<file path="src/rtl/fpu_arbiter.sv">
// fpu_arbiter: two-port round-robin arbiter and sequencer for a shared
// single-issue FPU. One operation is in flight at a time. The result and flags
// are returned to the requester that owns the operation.
// Optional feature: define FPU_ARB_FFLAGS_EN to add per-requester sticky
// exception-flag registers with clear inputs.
module fpu_arbiter (
    input  logic        clk,
    input  logic        reset,
    input  logic        flush,
    input  logic        req_valid_0,
    input  logic        req_valid_1,
    output logic        req_ready_0,
    output logic        req_ready_1,
    input  logic [4:0]  req_op_0,
    input  logic [4:0]  req_op_1,
    input  logic [2:0]  req_rm_0,
    input  logic [2:0]  req_rm_1,
    input  logic [31:0] req_a_0,
    input  logic [31:0] req_a_1,
    input  logic [31:0] req_b_0,
    input  logic [31:0] req_b_1,
    output logic        rsp_valid_0,
    output logic        rsp_valid_1,
    input  logic        rsp_ready_0,
    input  logic        rsp_ready_1,
    output logic [31:0] rsp_data,
    output logic [4:0]  rsp_flags,
    output logic        fpu_valid,
    input  logic        fpu_ready,
    output logic [4:0]  fpu_op,
    output logic [2:0]  fpu_rm,
    output logic [31:0] fpu_a,
    output logic [31:0] fpu_b,
    input  logic        fpu_res_valid,
    output logic        fpu_res_ready,
    input  logic [31:0] fpu_res,
    input  logic [4:0]  fpu_flags,
`ifdef FPU_ARB_FFLAGS_EN
    input  logic        clr_flags_0,
    input  logic        clr_flags_1,
    output logic [4:0]  acc_flags_0,
    output logic [4:0]  acc_flags_1,
`endif
    output logic        fpu_flush
);

    typedef enum logic [1:0] {
        ST_IDLE  = 2'd0,
        ST_ISSUE = 2'd1,
        ST_WAIT  = 2'd2,
        ST_RESP  = 2'd3
    } state_e;

    state_e      state_q, state_d;
    logic        last_grant_q, last_grant_d;
    logic        owner_q, owner_d;
    logic [4:0]  op_q, op_d;
    logic [2:0]  rm_q, rm_d;
    logic [31:0] a_q, a_d;
    logic [31:0] b_q, b_d;
    logic [31:0] rsp_data_q, rsp_data_d;
    logic [4:0]  rsp_flags_q, rsp_flags_d;

    logic        grant_s;      // a grant is made this cycle
    logic        grant_sel_s;  // which requester is granted
    logic        rsp_done_s;   // response handshake with the owner completes

    // Sequencer next-state: round-robin grant, issue, result capture, response
    always_comb begin
        state_d      = state_q;
        last_grant_d = last_grant_q;
        owner_d      = owner_q;
        op_d         = op_q;
        rm_d         = rm_q;
        a_d          = a_q;
        b_d          = b_q;
        rsp_data_d   = rsp_data_q;
        rsp_flags_d  = rsp_flags_q;
        grant_s      = 1'b0;
        grant_sel_s  = 1'b0;
        rsp_done_s   = 1'b0;

        case (state_q)
            ST_IDLE: begin
                // On a tie the requester that did not win last time is chosen
                if (req_valid_0 && req_valid_1) begin
                    grant_s     = 1'b1;
                    grant_sel_s = ~last_grant_q;
                end else if (req_valid_0) begin
                    grant_s     = 1'b1;
                    grant_sel_s = 1'b0;
                end else if (req_valid_1) begin
                    grant_s     = 1'b1;
                    grant_sel_s = 1'b1;
                end else begin
                    grant_s     = 1'b0;
                    grant_sel_s = 1'b0;
                end
                // No acceptance while the pipe is being flushed or reset
                grant_s = grant_s & ~flush & ~reset;
                if (grant_s) begin
                    state_d      = ST_ISSUE;
                    owner_d      = grant_sel_s;
                    last_grant_d = grant_sel_s;
                    op_d         = grant_sel_s ? req_op_1 : req_op_0;
                    rm_d         = grant_sel_s ? req_rm_1 : req_rm_0;
                    a_d          = grant_sel_s ? req_a_1  : req_a_0;
                    b_d          = grant_sel_s ? req_b_1  : req_b_0;
                end else begin
                    state_d = ST_IDLE;
                end
            end
            ST_ISSUE: begin
                if (fpu_ready) begin
                    state_d = ST_WAIT;
                end else begin
                    state_d = ST_ISSUE;
                end
            end
            ST_WAIT: begin
                if (fpu_res_valid) begin
                    rsp_data_d  = fpu_res;
                    rsp_flags_d = fpu_flags;
                    state_d     = ST_RESP;
                end else begin
                    state_d = ST_WAIT;
                end
            end
            ST_RESP: begin
                rsp_done_s = owner_q ? rsp_ready_1 : rsp_ready_0;
                if (rsp_done_s) begin
                    state_d = ST_IDLE;
                end else begin
                    state_d = ST_RESP;
                end
            end
            default: begin
                state_d = ST_IDLE;
            end
        endcase

        // Flush aborts the operation: back to IDLE, nothing captured or delivered
        if (flush) begin
            state_d     = ST_IDLE;
            rsp_data_d  = rsp_data_q;
            rsp_flags_d = rsp_flags_q;
            rsp_done_s  = 1'b0;
        end else begin
            rsp_done_s = rsp_done_s;
        end
    end

    // Sequencer and datapath registers
    always_ff @(posedge clk) begin
        if (reset) begin
            state_q      <= ST_IDLE;
            last_grant_q <= 1'b1;
            owner_q      <= 1'b0;
            op_q         <= 5'd0;
            rm_q         <= 3'd0;
            a_q          <= 32'd0;
            b_q          <= 32'd0;
            rsp_data_q   <= 32'd0;
            rsp_flags_q  <= 5'd0;
        end else begin
            state_q      <= state_d;
            last_grant_q <= last_grant_d;
            owner_q      <= owner_d;
            op_q         <= op_d;
            rm_q         <= rm_d;
            a_q          <= a_d;
            b_q          <= b_d;
            rsp_data_q   <= rsp_data_d;
            rsp_flags_q  <= rsp_flags_d;
        end
    end

    assign req_ready_0   = grant_s & ~grant_sel_s;
    assign req_ready_1   = grant_s & grant_sel_s;
    assign fpu_valid     = (state_q == ST_ISSUE);
    assign fpu_op        = op_q;
    assign fpu_rm        = rm_q;
    assign fpu_a         = a_q;
    assign fpu_b         = b_q;
    assign fpu_res_ready = (state_q == ST_WAIT);
    assign rsp_valid_0   = (state_q == ST_RESP) & ~owner_q & ~flush;
    assign rsp_valid_1   = (state_q == ST_RESP) & owner_q & ~flush;
    assign rsp_data      = rsp_data_q;
    assign rsp_flags     = rsp_flags_q;
    assign fpu_flush     = flush;

`ifdef FPU_ARB_FFLAGS_EN
    logic [4:0] acc_0_q, acc_0_d;
    logic [4:0] acc_1_q, acc_1_d;

    // Sticky flags: clear first, then OR in the flags of a completed response
    always_comb begin
        acc_0_d = clr_flags_0 ? 5'b00000 : acc_0_q;
        acc_1_d = clr_flags_1 ? 5'b00000 : acc_1_q;
        if (rsp_done_s && !owner_q) begin
            acc_0_d = acc_0_d | rsp_flags_q;
        end else begin
            acc_0_d = acc_0_d;
        end
        if (rsp_done_s && owner_q) begin
            acc_1_d = acc_1_d | rsp_flags_q;
        end else begin
            acc_1_d = acc_1_d;
        end
    end

    // Sticky flag registers
    always_ff @(posedge clk) begin
        if (reset) begin
            acc_0_q <= 5'd0;
            acc_1_q <= 5'd0;
        end else begin
            acc_0_q <= acc_0_d;
            acc_1_q <= acc_1_d;
        end
    end

    assign acc_flags_0 = acc_0_q;
    assign acc_flags_1 = acc_1_q;
`endif

endmodule
</file>
<file path="config.mk">
export PLATFORM = sky130hd
export DESIGN_NAME = fpu_arbiter
export DESIGN_NICKNAME = d
export VERILOG_FILES = /design/src/rtl/fpu_arbiter.sv
export SDC_FILE = /design/constraint.sdc
export NUM_CORES = 1
export LEC_CHECK = 0
export CAP_MARGIN = 20
export CORE_ASPECT_RATIO = 1.5
export CORE_MARGIN = 2
export CORE_UTILIZATION = 30
export CTS_CLUSTER_DIAMETER = 80
export DETAILED_ROUTE_END_ITERATION = 6
export PLACE_DENSITY = 0.63
export SETUP_SLACK_MARGIN = 0.4
export SLEW_MARGIN = 15
export SYNTH_ARGS = -nofsm -noshare
export SYNTH_HDL_FRONTEND = slang
export SYNTH_SLANG_ARGS = --single-unit
</file>
<file path="constraint.sdc">
create_clock -name clk -period 4 [get_ports clk]
set_clock_uncertainty 0.05 [all_clocks]
set_input_delay 0.4 -clock clk [delete_from_list [all_inputs] [get_ports clk]]
set_output_delay 0.4 -clock clk [all_outputs]
set_load 0.01 [all_outputs]
</file>
==> impl_metrics.py <==
metrics = {
    "final_layout": {
        "final_cell_mix": "clkdlybuf4s50_1 (304), dfxtp_1 (113), nand2_1 (76)",
        "multi_input_area_sq_mm": 0.00233,
        "area_growth_pct": 72.4,
        "n_fill_cell": 1513,
        "nets": 993,
        "layout_commonest_cell": "clkdlybuf4s50_1",
        "antenna_cells": 0,
        "fin_cells": 1026,
        "fin_area_sq_mm": 0.00888,
        "regArea_sq_mm": 0.00226,
        "layout-drive-gt1-share_pct": 13.2,
    },
    "clocking": {
        "clk_pin_slew_ns": 0.05,
        "hold_buffers": 0,
        "cts.htree.levels": 4,
        "clock-root-buffer": "clkbuf_16",
        "postCtsSetupBuffers": 0,
        "clock_latency_ns": 0.40,
        "ctsResizeCount": 0,
        "clock_path_buffers": 2,
        "cts_tree": "yes",
        "cts_made_buffers": 17,
        "clkSinkCount": 113,
    },
    "worst_setup_path": {
        "path_cells": "clkdlybuf4s50_1 > a21bo_2 > nor2b_1 > clkdlybuf4s50_1",
        "cp_common_cell": "clkdlybuf4s50_1",
        "r2r_slack_ns": 1.70,
        "crit_type": "in -> out",
        "slowest_delay_ns": 0.67,
        "endpoint_kind": "output port",
        "rr_worst_depth": 4,
        "arrival_ns": 2.45,
        "slowest_stage": "a21bo_2",
        "r2r-start": "state_q[0]",
        "r2r-end": "fpu_b[5]",
        "crit_path_start_kind": "primary input",
        "cp_max_fo": 38,
        "worstPathRequired_ns": 3.55,
    },
    "status": {
        "status": "finished clean",
    },
    "yosys": {
        "yosys-top-cells-area": "dfxtp_1 (44%), a221oi_2 (17%), o32ai_1 (12%)",
        "synth_nets": 723,
        "ys_types": 30,
        "avgSynthCellArea_sq_um": 9.66,
        "yosysTopAreaCellShare_pct": 43.9,
        "synthCells": 533,
        "ys_warn_count": 0,
        "async_flop_share_pct": 0,
        "synth-seq-area-share_pct": 43.9,
        "synth_edf_count": 0,
        "yosys_most_used_dff": "dfxtp_1",
        "synth_area_leader_cell": "dfxtp_1",
        "syn_area_sq_mm": 0.00515,
        "ys_ff_latch": 113,
    },
    "timing": {
        "final.setup.tns_ns": 0,
        "relSlewSlack_pct": 35.9,
        "max_freq_mhz": 345,
        "final_hold_viol_count": 0,
        "setup_violations": 0,
        "worst_pin_slew_ns": 0.961,
        "min_period_ns": 2.90,
        "rsz0062_at_grt": "false",
        "drv_slew": 0,
        "final.period_utilization_pct": 72.5,
    },
    "floorplan": {
        "rows": 58,
        "initial_core_util_pct": 30.7,
        "dieHeight_microns": 164,
        "coreArea_sq_mm": 0.0168,
        "pin_count": 306,
        "die_area_sq_mm": 0.0182,
        "die_w_microns": 111,
    },
    "power_and_ir_drop": {
        "ir_drop_mv": 0.241,
        "power_switching_w": 0.000846,
        "power.density_mw_per_mm2": 373,
        "p_clk_share_pct": 45.7,
        "p_seq_share_pct": 36.4,
        "combinationalPowerShare_pct": 17.9,
        "p_leak_nw": 2.89,
        "p_int_w": 0.00247,
        "power_switching_share_pct": 25.5,
    },
    "hold_path": {
        "whs_endpoint": "rsp_data[19]",
        "hp-class": "reg -> reg",
        "hp-start": "rsp_data[19]",
        "holdPathStages": 2,
    },
    "drt": {
        "drc": 0,
        "wl_per_cell_microns": 17.5,
        "drt_iter0_markers": 167,
        "viasPerCell": 5.12,
        "drtPass1Iterations": 4,
        "via_count": 5249,
        "ant_nets": 0,
        "wl_microns": 18000,
    },
    "placed_design": {
        "place_congestion": 0.821,
        "dp_hpwl_microns": 12800,
        "dp.cells": 993,
        "port_buffers": 305,
        "dpl_cell_area_sq_mm": 0.00825,
    },
    "grt": {
        "overflow": 0,
        "grt_pass1_vias": 5405,
        "grt_usage_pct": 19.1,
        "antenna_found_initial": 0,
        "grt_start_max_net_pins": 74,
        "grt_pass1_wl_microns": 28100,
    },
    "flow_run": {
        "cap_violations": 0,
    },
}
-- flip-flops by register name (all words and copies together) (netlist names) --
signal        flops
fpu_a            32
fpu_b            32
fpu_op            5
fpu_rm            3
last_grant_q      1
owner_q           1
rsp_data         32
rsp_flags         5
state_q           2
-- final cells by class --
type | count | area share, %
well taps | 210 | 2.96
multi-input cells | 284 | 26.3
flip-flops and latches | 113 | 25.5
inverters | 73 | 3.10
clock buffers | 18 | 4.95
clock inverters | 14 | 1.75
repair buffers | 314 | 35.5
-- cells in the mapped netlist (all sizes together), types with 3 or more instances --
master	instances
a21oi	38
nor2b	4
clkbuf	34
buf	29
dfxtp	113
nand2	76
nor2	3
inv	73
o32ai	72
a221oi	73
o21ai	5
-- power groups by stage --
stage	Combinational, W	Sequential, W	Clock, W
floorplan	0.000234	0.00125	0
detailed placement	0.000596	0.00123	0
finish	0.000593	0.00121	0.00151
global placement	0.000586	0.00123	0
global route	0.000634	0.00121	0.00160
CTS	0.000598	0.00121	0.00155
-- logic make-up (layout without fill, tap and decap cells) --
| logic type | Yosys count | after routing | share of synthesized area, % |
|---|---|---|---|
| AOI/OAI and AO/OA | 193 | 193 | 36.8 |
| buffers and inverters | 136 | 419 | 11.4 |
| DFF | 113 | 113 | 43.9 |
| and+or+nand+nor | 90 | 90 | 7.58 |
| muxes | 1 | 1 | 0.194 |
-- critical path, delay by kind of cell --
family	cells	cell delay [ns]
compound gates	1	0.67
simple gates	1	0.22
buf+inv	2	1.14
-- how the worst max path moves through the flow --
stage	startpoint	end	slack, ns	cells after the start
final	req_valid_0	req_ready_0	1.10	4
after global routing	req_valid_0	req_ready_0	0.97	4
after CTS	req_valid_0	req_ready_0	1.09	4
after detailed placement	flush	fpu_b[1]	1.0	5
after global placement	flush	fpu_b[6]	1.05	5
after floorplan	reset	req_ready_0	2.27	5
-- per-layer routing --
layer | routed length [microns] | global-route usage [%] | up-vias
met5 | 0 | 0 | -
li1 | - | - | 2528
met1 | 6810 | 20.1 | 2458
met4 | 360 | 6.70 | 0
met2 | 9270 | 35.0 | 243
met3 | 1540 | 6.90 | 20
-- metrics by stage --
stage / total power (W) / setup WS, ns / hold WS (ns) / util (%)
final: 0.00331 / 1.10 / 0.402 / 52.9
after global routing: 0.00345 / 0.973 / 0.418 / 52.9
after CTS: 0.00336 / 1.09 / 0.405 / 52.8
after detailed placement: 0.00183 / 0.997 / 0.399 / 49.2
after global placement: 0.00181 / 1.05 / 0.392 / 49.2
after floorplan: 0.00148 / 2.27 / 0.400 / -
No activity file was read; power rests on OpenSTA's default activity.
